==> config.mk <==
export PLATFORM = sky130hd
export DESIGN_NAME = keypad_scanner
export DESIGN_NICKNAME = d
export VERILOG_FILES = /design/src/rtl/calc_pkg.sv /design/src/rtl/keypad_debounce.sv /design/src/rtl/keypad_scanner.sv
export SDC_FILE = /design/constraint.sdc
export NUM_CORES = 1
export LEC_CHECK = 0
export ABC_AREA = 1
export BUFFER_PORTS_ARGS = -buffer_cell sky130_fd_sc_hd__buf_2
export CAP_MARGIN = 10
export CORE_ASPECT_RATIO = 0.9
export CORE_UTILIZATION = 45
export DETAILED_ROUTE_END_ITERATION = 8
export MAX_ROUTING_LAYER = met4
export REMOVE_ABC_BUFFERS = 1
export SKIP_LAST_GASP = 1
export SYNTH_ARGS = -nofsm -noshare
export SYNTH_HDL_FRONTEND = slang
export SYNTH_HIERARCHICAL = 1
export SYNTH_SLANG_ARGS = --single-unit
==> constraint.sdc <==
create_clock -name clk -period 5.1 [get_ports clk]
set_input_delay 0.765 -clock clk [delete_from_list [all_inputs] [get_ports clk]]
set_output_delay 0.765 -clock clk [all_outputs]
set_load 0.05 [all_outputs]
==> src/rtl/calc_pkg.sv <==
// Shared key/character definitions for the keypad front end and the calculator FSM.
// Also carries the scanner state type and the key-vector helpers.
package calc_pkg;

  localparam logic [7:0] CH_0     = 8'h30;
  localparam logic [7:0] CH_1     = 8'h31;
  localparam logic [7:0] CH_2     = 8'h32;
  localparam logic [7:0] CH_3     = 8'h33;
  localparam logic [7:0] CH_4     = 8'h34;
  localparam logic [7:0] CH_5     = 8'h35;
  localparam logic [7:0] CH_6     = 8'h36;
  localparam logic [7:0] CH_7     = 8'h37;
  localparam logic [7:0] CH_8     = 8'h38;
  localparam logic [7:0] CH_9     = 8'h39;
  localparam logic [7:0] CH_PLUS  = 8'h2B;
  localparam logic [7:0] CH_MINUS = 8'h2D;
  localparam logic [7:0] CH_MUL   = 8'h2A;
  localparam logic [7:0] CH_EQ    = 8'h3D;
  localparam logic [7:0] CH_CLR   = 8'h43;

  localparam logic [3:0] KEY_SPARE = 4'd15;

  typedef enum logic [1:0] {
    S_IDLE     = 2'd0,
    S_EMIT     = 2'd1,
    S_WAIT_REL = 2'd2
  } kp_state_t;

  // Key index is row*4 + col; the spare position maps to NUL.
  function automatic logic [7:0] keymap(input logic [3:0] idx);
    case (idx)
      4'd0:    keymap = CH_1;
      4'd1:    keymap = CH_2;
      4'd2:    keymap = CH_3;
      4'd3:    keymap = CH_PLUS;
      4'd4:    keymap = CH_4;
      4'd5:    keymap = CH_5;
      4'd6:    keymap = CH_6;
      4'd7:    keymap = CH_MINUS;
      4'd8:    keymap = CH_7;
      4'd9:    keymap = CH_8;
      4'd10:   keymap = CH_9;
      4'd11:   keymap = CH_MUL;
      4'd12:   keymap = CH_CLR;
      4'd13:   keymap = CH_0;
      4'd14:   keymap = CH_EQ;
      default: keymap = 8'h00;
    endcase
  endfunction

  function automatic logic [3:0] key_index(input logic [15:0] v);
    key_index = 4'd0;
    for (int i = 0; i < 16; i++) begin
      key_index = v[i] ? 4'(i) : key_index;
    end
  endfunction

endpackage

==> src/rtl/keypad_debounce.sv <==
// Frame-level debouncer: a key vector becomes stable only after DEBOUNCE_CNT
// consecutive identical full-scan frames.
module keypad_debounce
  import calc_pkg::*;
#(
  parameter int DEBOUNCE_CNT = 20
) (
  input  logic        clk,
  input  logic        rst,
  input  logic        i_frame_done,
  input  logic [15:0] i_frame,
  output logic [15:0] o_stable
);

  localparam int MW = $clog2(DEBOUNCE_CNT + 1);
  localparam logic [MW-1:0] MATCH_MAX = MW'(DEBOUNCE_CNT);

  logic [15:0]   r_prev;
  logic [15:0]   r_stable;
  logic [MW-1:0] r_match;
  logic [MW-1:0] w_match_nxt;

  // Any difference from the previous frame restarts the run; the run saturates.
  always_comb begin
    if (i_frame != r_prev) begin
      w_match_nxt = MW'(1);
    end else if (r_match >= MATCH_MAX) begin
      w_match_nxt = MATCH_MAX;
    end else begin
      w_match_nxt = r_match + MW'(1);
    end
  end

  always_ff @(posedge clk or posedge rst) begin
    if (rst) begin
      r_prev   <= 16'h0000;
      r_match  <= MW'(0);
      r_stable <= 16'h0000;
    end else if (i_frame_done) begin
      r_prev  <= i_frame;
      r_match <= w_match_nxt;
      if (w_match_nxt == MATCH_MAX) begin
        r_stable <= i_frame;
      end else begin
        r_stable <= r_stable;
      end
    end else begin
      r_stable <= r_stable;
    end
  end

  assign o_stable = r_stable;

endmodule

==> src/rtl/keypad_scanner.sv <==
// 4x4 active-low keypad scanner: row drive, column synchroniser, frame assembly,
// debounce and a press FSM emitting one btn_valid/btn_char per accepted key.
module keypad_scanner
  import calc_pkg::*;
#(
  parameter int SCAN_DIV     = 1000,
  parameter int DEBOUNCE_CNT = 20
) (
  input  logic       clk,
  input  logic       rst,
  input  logic [3:0] key_col,
  output logic [3:0] key_row,
  output logic       btn_valid,
  output logic [7:0] btn_char,
  output logic       key_held
);

  localparam int DW = $clog2(SCAN_DIV);
  localparam logic [DW-1:0] DWELL_LAST = DW'(SCAN_DIV - 1);

  logic [3:0]    r_col_s1;
  logic [3:0]    r_col_s2;
  logic [DW-1:0] r_dwell;
  logic [1:0]    r_row;
  logic [3:0]    r_key_row;
  logic [15:0]   r_raw;
  logic          r_btn_valid;
  logic [7:0]    r_btn_char;
  logic          r_key_held;
  kp_state_t     r_state;
  kp_state_t     w_state_nxt;
  logic          w_dwell_end;
  logic          w_frame_done;
  logic [15:0]   w_frame;
  logic [15:0]   w_stable;
  logic          w_one_key;
  logic [3:0]    w_idx;
  logic          w_emit;
  logic [7:0]    w_char;

  always_ff @(posedge clk or posedge rst) begin
    if (rst) begin
      r_col_s1 <= 4'hF;
      r_col_s2 <= 4'hF;
    end else begin
      r_col_s1 <= key_col;
      r_col_s2 <= r_col_s1;
    end
  end

  assign w_dwell_end  = (r_dwell == DWELL_LAST);
  assign w_frame_done = w_dwell_end && (r_row == 2'd3);

  // Sample on the last dwell cycle so the sync chain has settled on the current row.
  always_ff @(posedge clk or posedge rst) begin
    if (rst) begin
      r_dwell   <= DW'(0);
      r_row     <= 2'd0;
      r_key_row <= 4'b1110;
      r_raw     <= 16'h0000;
    end else if (w_dwell_end) begin
      r_dwell                    <= DW'(0);
      r_row                      <= r_row + 2'd1;
      r_key_row                  <= {r_key_row[2:0], r_key_row[3]};
      r_raw[{r_row, 2'b00} +: 4] <= ~r_col_s2;
    end else begin
      r_dwell <= r_dwell + DW'(1);
    end
  end

  // The row-3 nibble is still in flight on the frame_done cycle.
  always_comb begin
    w_frame        = r_raw;
    w_frame[15:12] = ~r_col_s2;
  end

  keypad_debounce #(
    .DEBOUNCE_CNT(DEBOUNCE_CNT)
  ) u_debounce (
    .clk         (clk),
    .rst         (rst),
    .i_frame_done(w_frame_done),
    .i_frame     (w_frame),
    .o_stable    (w_stable)
  );

  assign w_one_key = (w_stable != 16'h0000) && ((w_stable & (w_stable - 16'h0001)) == 16'h0000);
  assign w_idx     = key_index(w_stable);

  always_ff @(posedge clk or posedge rst) begin
    if (rst) begin
      r_state <= S_IDLE;
    end else begin
      r_state <= w_state_nxt;
    end
  end

  always_comb begin
    w_state_nxt = r_state;
    case (r_state)
      S_IDLE: begin
        if (w_stable == 16'h0000) begin
          w_state_nxt = S_IDLE;
        end else if (w_one_key && (w_idx != KEY_SPARE)) begin
          w_state_nxt = S_EMIT;
        end else begin
          w_state_nxt = S_WAIT_REL;
        end
      end
      S_EMIT: w_state_nxt = S_WAIT_REL;
      S_WAIT_REL: begin
        if (w_stable == 16'h0000) begin
          w_state_nxt = S_IDLE;
        end else begin
          w_state_nxt = S_WAIT_REL;
        end
      end
      default: w_state_nxt = S_IDLE;
    endcase
  end

  always_comb begin
    w_emit = (r_state == S_EMIT);
    w_char = keymap(w_idx);
  end

  always_ff @(posedge clk or posedge rst) begin
    if (rst) begin
      r_btn_valid <= 1'b0;
      r_btn_char  <= 8'h00;
      r_key_held  <= 1'b0;
    end else begin
      r_btn_valid <= w_emit;
      r_key_held  <= |w_stable;
      if (w_emit) begin
        r_btn_char <= w_char;
      end else begin
        r_btn_char <= r_btn_char;
      end
    end
  end

  assign key_row   = r_key_row;
  assign btn_valid = r_btn_valid;
  assign btn_char  = r_btn_char;
  assign key_held  = r_key_held;

endmodule
==> flow_summary_export.csv <==
group,metric,value,unit
cells_and_area,final_area,4740,sq um
critical_path,critPathSlowestCell,"nor2_2",
global_route,grt_antenna_before_repair,0,
logic_synthesis,synth-edff-count,0,
global_route,grt_pass1_vias,3133,
floorplanning,die-area,10100,sq um
logic_synthesis,syn_inst,548,
critical_path,crit_fanout,20,
routing,first_iter_violations,164,
power,p_leak,2.43,nW
timing,slew_headroom,35.3,%
routing,via_count,3341,
critical_path,crit_required,5.35,ns
timing,post-route-min-period,2.86,ns
critical_path,start_kind,"flop",
power,clkPwrFrac,39.0,%
cells_and_area,nFillCells,903,
logic_synthesis,ys_top_cells_by_area,"dfrtp_1 (42%), nand2_1 (14%), inv_1 (7.0%)",
placement,dp.final_hpwl,6170,um
power,p_int,0.870,mW
logic_synthesis,yosysMostFrequentCell,"nand2_1",
logic_synthesis,synth_flop_cell,"dfrtp_1",
timing,setup_tns,0,ns
run,max_cap_viol_count,0,
placement,io_buffers,18,
cells_and_area,fin_util,51.1,%
critical_path,crit_top_cell,"nand2_1",
clocking,clkLatencyLatePin,0.36,ns
floorplanning,std_cell_rows,33,
power,ir_worst_vdd,0.157,mV
routing,viasPerCell,4.81,
clocking,htreeDepth,3,
clocking,clk_pin_slew,0.09,ns
critical_path,worstSetupPathType,"flop to flop",
cells_and_area,area_growth,8.53,%
routing,dr.pass1.iters,4,
cells_and_area,nNetsFinal,586,
clocking,cts.path.max_buffers,2,
power,combPwrFrac,2.5,%
clocking,postCtsResizedCells,0,
critical_path,crit_chain,"ha_1 > nand2_1 > inv_1 > nand3_1 > nor2_2 > buf_4 > nand3_4 > nor2_8 > nand2_4 > nand2_1 > nand2_1",
clocking,cts_made_buffers,9,
floorplanning,die-height,95.5,um
logic_synthesis,yosysWarnings,13,
power,p_per_area,242,nW/um^2
placement,place_area,4560,sq um
global_route,grt_pass1_wl,14800,um
placement,gp_congestion,0.830,
critical_path,worst_setup_path_end_kind,"flop",
routing,antenna_left,0,
logic_synthesis,netlist-cell-type-count,37,
timing,post-route-period-util,56.1,%
cells_and_area,drive_gt1_share,14.9,%
global_route,grt.total_usage,19.6,%
critical_path,critPathTopFamily,"simple AND/OR/NAND/NOR gates",
timing,slew_viol_final,0,
logic_synthesis,synth_common_cells,"nand2_1 (167), inv_1 (81), dfrtp_1 (73)",
logic_synthesis,synth_area_per_cell,7.98,sq um
clocking,cts_setup_buffers,0,
floorplanning,die_w,106,um
floorplanning,start_util,47.0,%
power,sequentialPowerShare,58.5,%
timing,fmax,350,MHz
routing,wl_per_cell,12.2,um
timing,setup_violations,0,
critical_path,cp_slowest_stage_delay,0.65,ns
cells_and_area,diodes,0,
global_route,grt_max_degree,48,
clocking,cts_sinks,84,
timing,tightest_slew,0.970,ns
logic_synthesis,synth_seq_cells,84,
hold_path,hp-class,"flop to flop",
critical_path,arrival,3.11,ns
floorplanning,io_pins,20,
routing,drc_errors,0,
power,switching_share,24.3,%
clocking,cts_tree,"done",
global_route,grt_overflow_total,0,
logic_synthesis,ys_async_sr_fraction,100,%
timing,holdWs,0.360,ns
clocking,root_buffer,"clkbuf_8",
power,power.total,1.15,mW
timing,finClkSkew,0.0107,ns
logic_synthesis,seq_area_frac_synth,48.4,%
clocking,postCtsHoldBufs,0,
logic_synthesis,yosysTopAreaCell,"dfrtp_1",
critical_path,worst-path-buf-inv,2,
power,p_switching,0.279,mW
status,status,"finished clean",
logic_synthesis,netlist_area,4370,sq um
timing,rsz0062_at_grt,"no",
floorplanning,coreArea,9290,sq um
timing,hold_viol,0,
routing,postRouteWirelength,8500,um
logic_synthesis,yosysTopAreaCellShare,41.8,%
-- worst paths after layout --
path,from,to,slack [ns],cells after the start
max in group asynchronous,rst,btn_char[6],3.87,2
hold / removal,r_col_s1[0],r_col_s2[0],0.36,0
setup reg to reg,r_dwell[0],u_debounce/o_stable[13],2.24,11
hold reg to reg,r_col_s1[0],r_col_s2[0],0.36,0
setup / recovery,r_dwell[0],u_debounce/o_stable[13],2.24,11
min in group asynchronous,rst,u_debounce/r_prev[12],0.50,3
-- power groups by stage --
stage          clock network, mW  logic [mW]  registers [mW]
5_1_grt                    0.490      0.0337           0.673
3_5_place_dp                   0      0.0306           0.685
4_1_cts                    0.468      0.0307           0.672
3_3_place_gp                   0      0.0301           0.685
2_1_floorplan                  0      0.0204           0.685
6_report                   0.448      0.0289           0.672
-- sequential cells by signal (all words and copies together), names as in the netlist --
register,cells
r_dwell,10
key_held,1
u_debounce/o_stable,16
r_col_s2,4
u_debounce/r_prev,16
r_row,2
btn_char,7
r_col_s1,4
key_row,4
u_debounce/r_match,5
r_state,2
r_raw,12
btn_valid,1
-- worst reg2reg max path, delay by kind of cell (launching register included) --
kind | cells | cell delay [ns]
flops | 1 | 0.38
buf+inv | 2 | 0.44
fa+ha+maj | 1 | 0.17
simple gates | 8 | 1.75
-- layer usage --
metal,global-route usage [%],wire [um]
met1,25.1,4220
met2,31.5,3900
met3,3.49,277
met4,6.83,99
met5,-,0
-- metrics by stage --
stage / cells / worst slack, ns
floorplan: 536 / 2.17
global placement: 678 / 2.37
detailed placement: 678 / 2.23
CTS: 694 / 2.20
global route: 694 / 1.87
finish: 694 / 2.24
-- cell type report --
class | count | area, sq um | share of cell area, %
Tap cell | 122 | 153 | 3.22
Sequential cell | 84 | 2120 | 44.6
Inverter | 90 | 340 | 7.17
Clock inverter | 6 | 47.5 | 1.00
Clock buffer | 10 | 138 | 2.90
Multi-Input combinational cell | 362 | 1840 | 38.9
Timing Repair Buffer | 20 | 105 | 2.22
-- layout by cell type, fill, tap and decap left out, types with 2 or more instances in the layout --
cell type,n
nand2_1,167
inv_1,80
dfrtp_1,73
nor2_1,37
nand3_1,32
o21ai_0,32
buf_2,18
o21ai_1,17
ha_1,13
dfstp_2,11
a21oi_1,10
clkbuf_8,10
inv_2,9
nand2_2,7
nor3_1,7
nor2_2,6
o22ai_1,5
nor2_4,4
nor2_8,4
nand4_1,3
xor2_1,3
clkinv_4,3
o31ai_1,2
nand3_4,2
buf_4,2
-- cell families after synthesis --
kind of cell	share of synthesized area, %
fa+ha+maj	3.72
flops	48.4
buf+inv	9.45
xor+xnor	0.601
compound gates	8.93
simple gates	28.8
other cells	0.0858
Power figures use the tool's default switching activity.
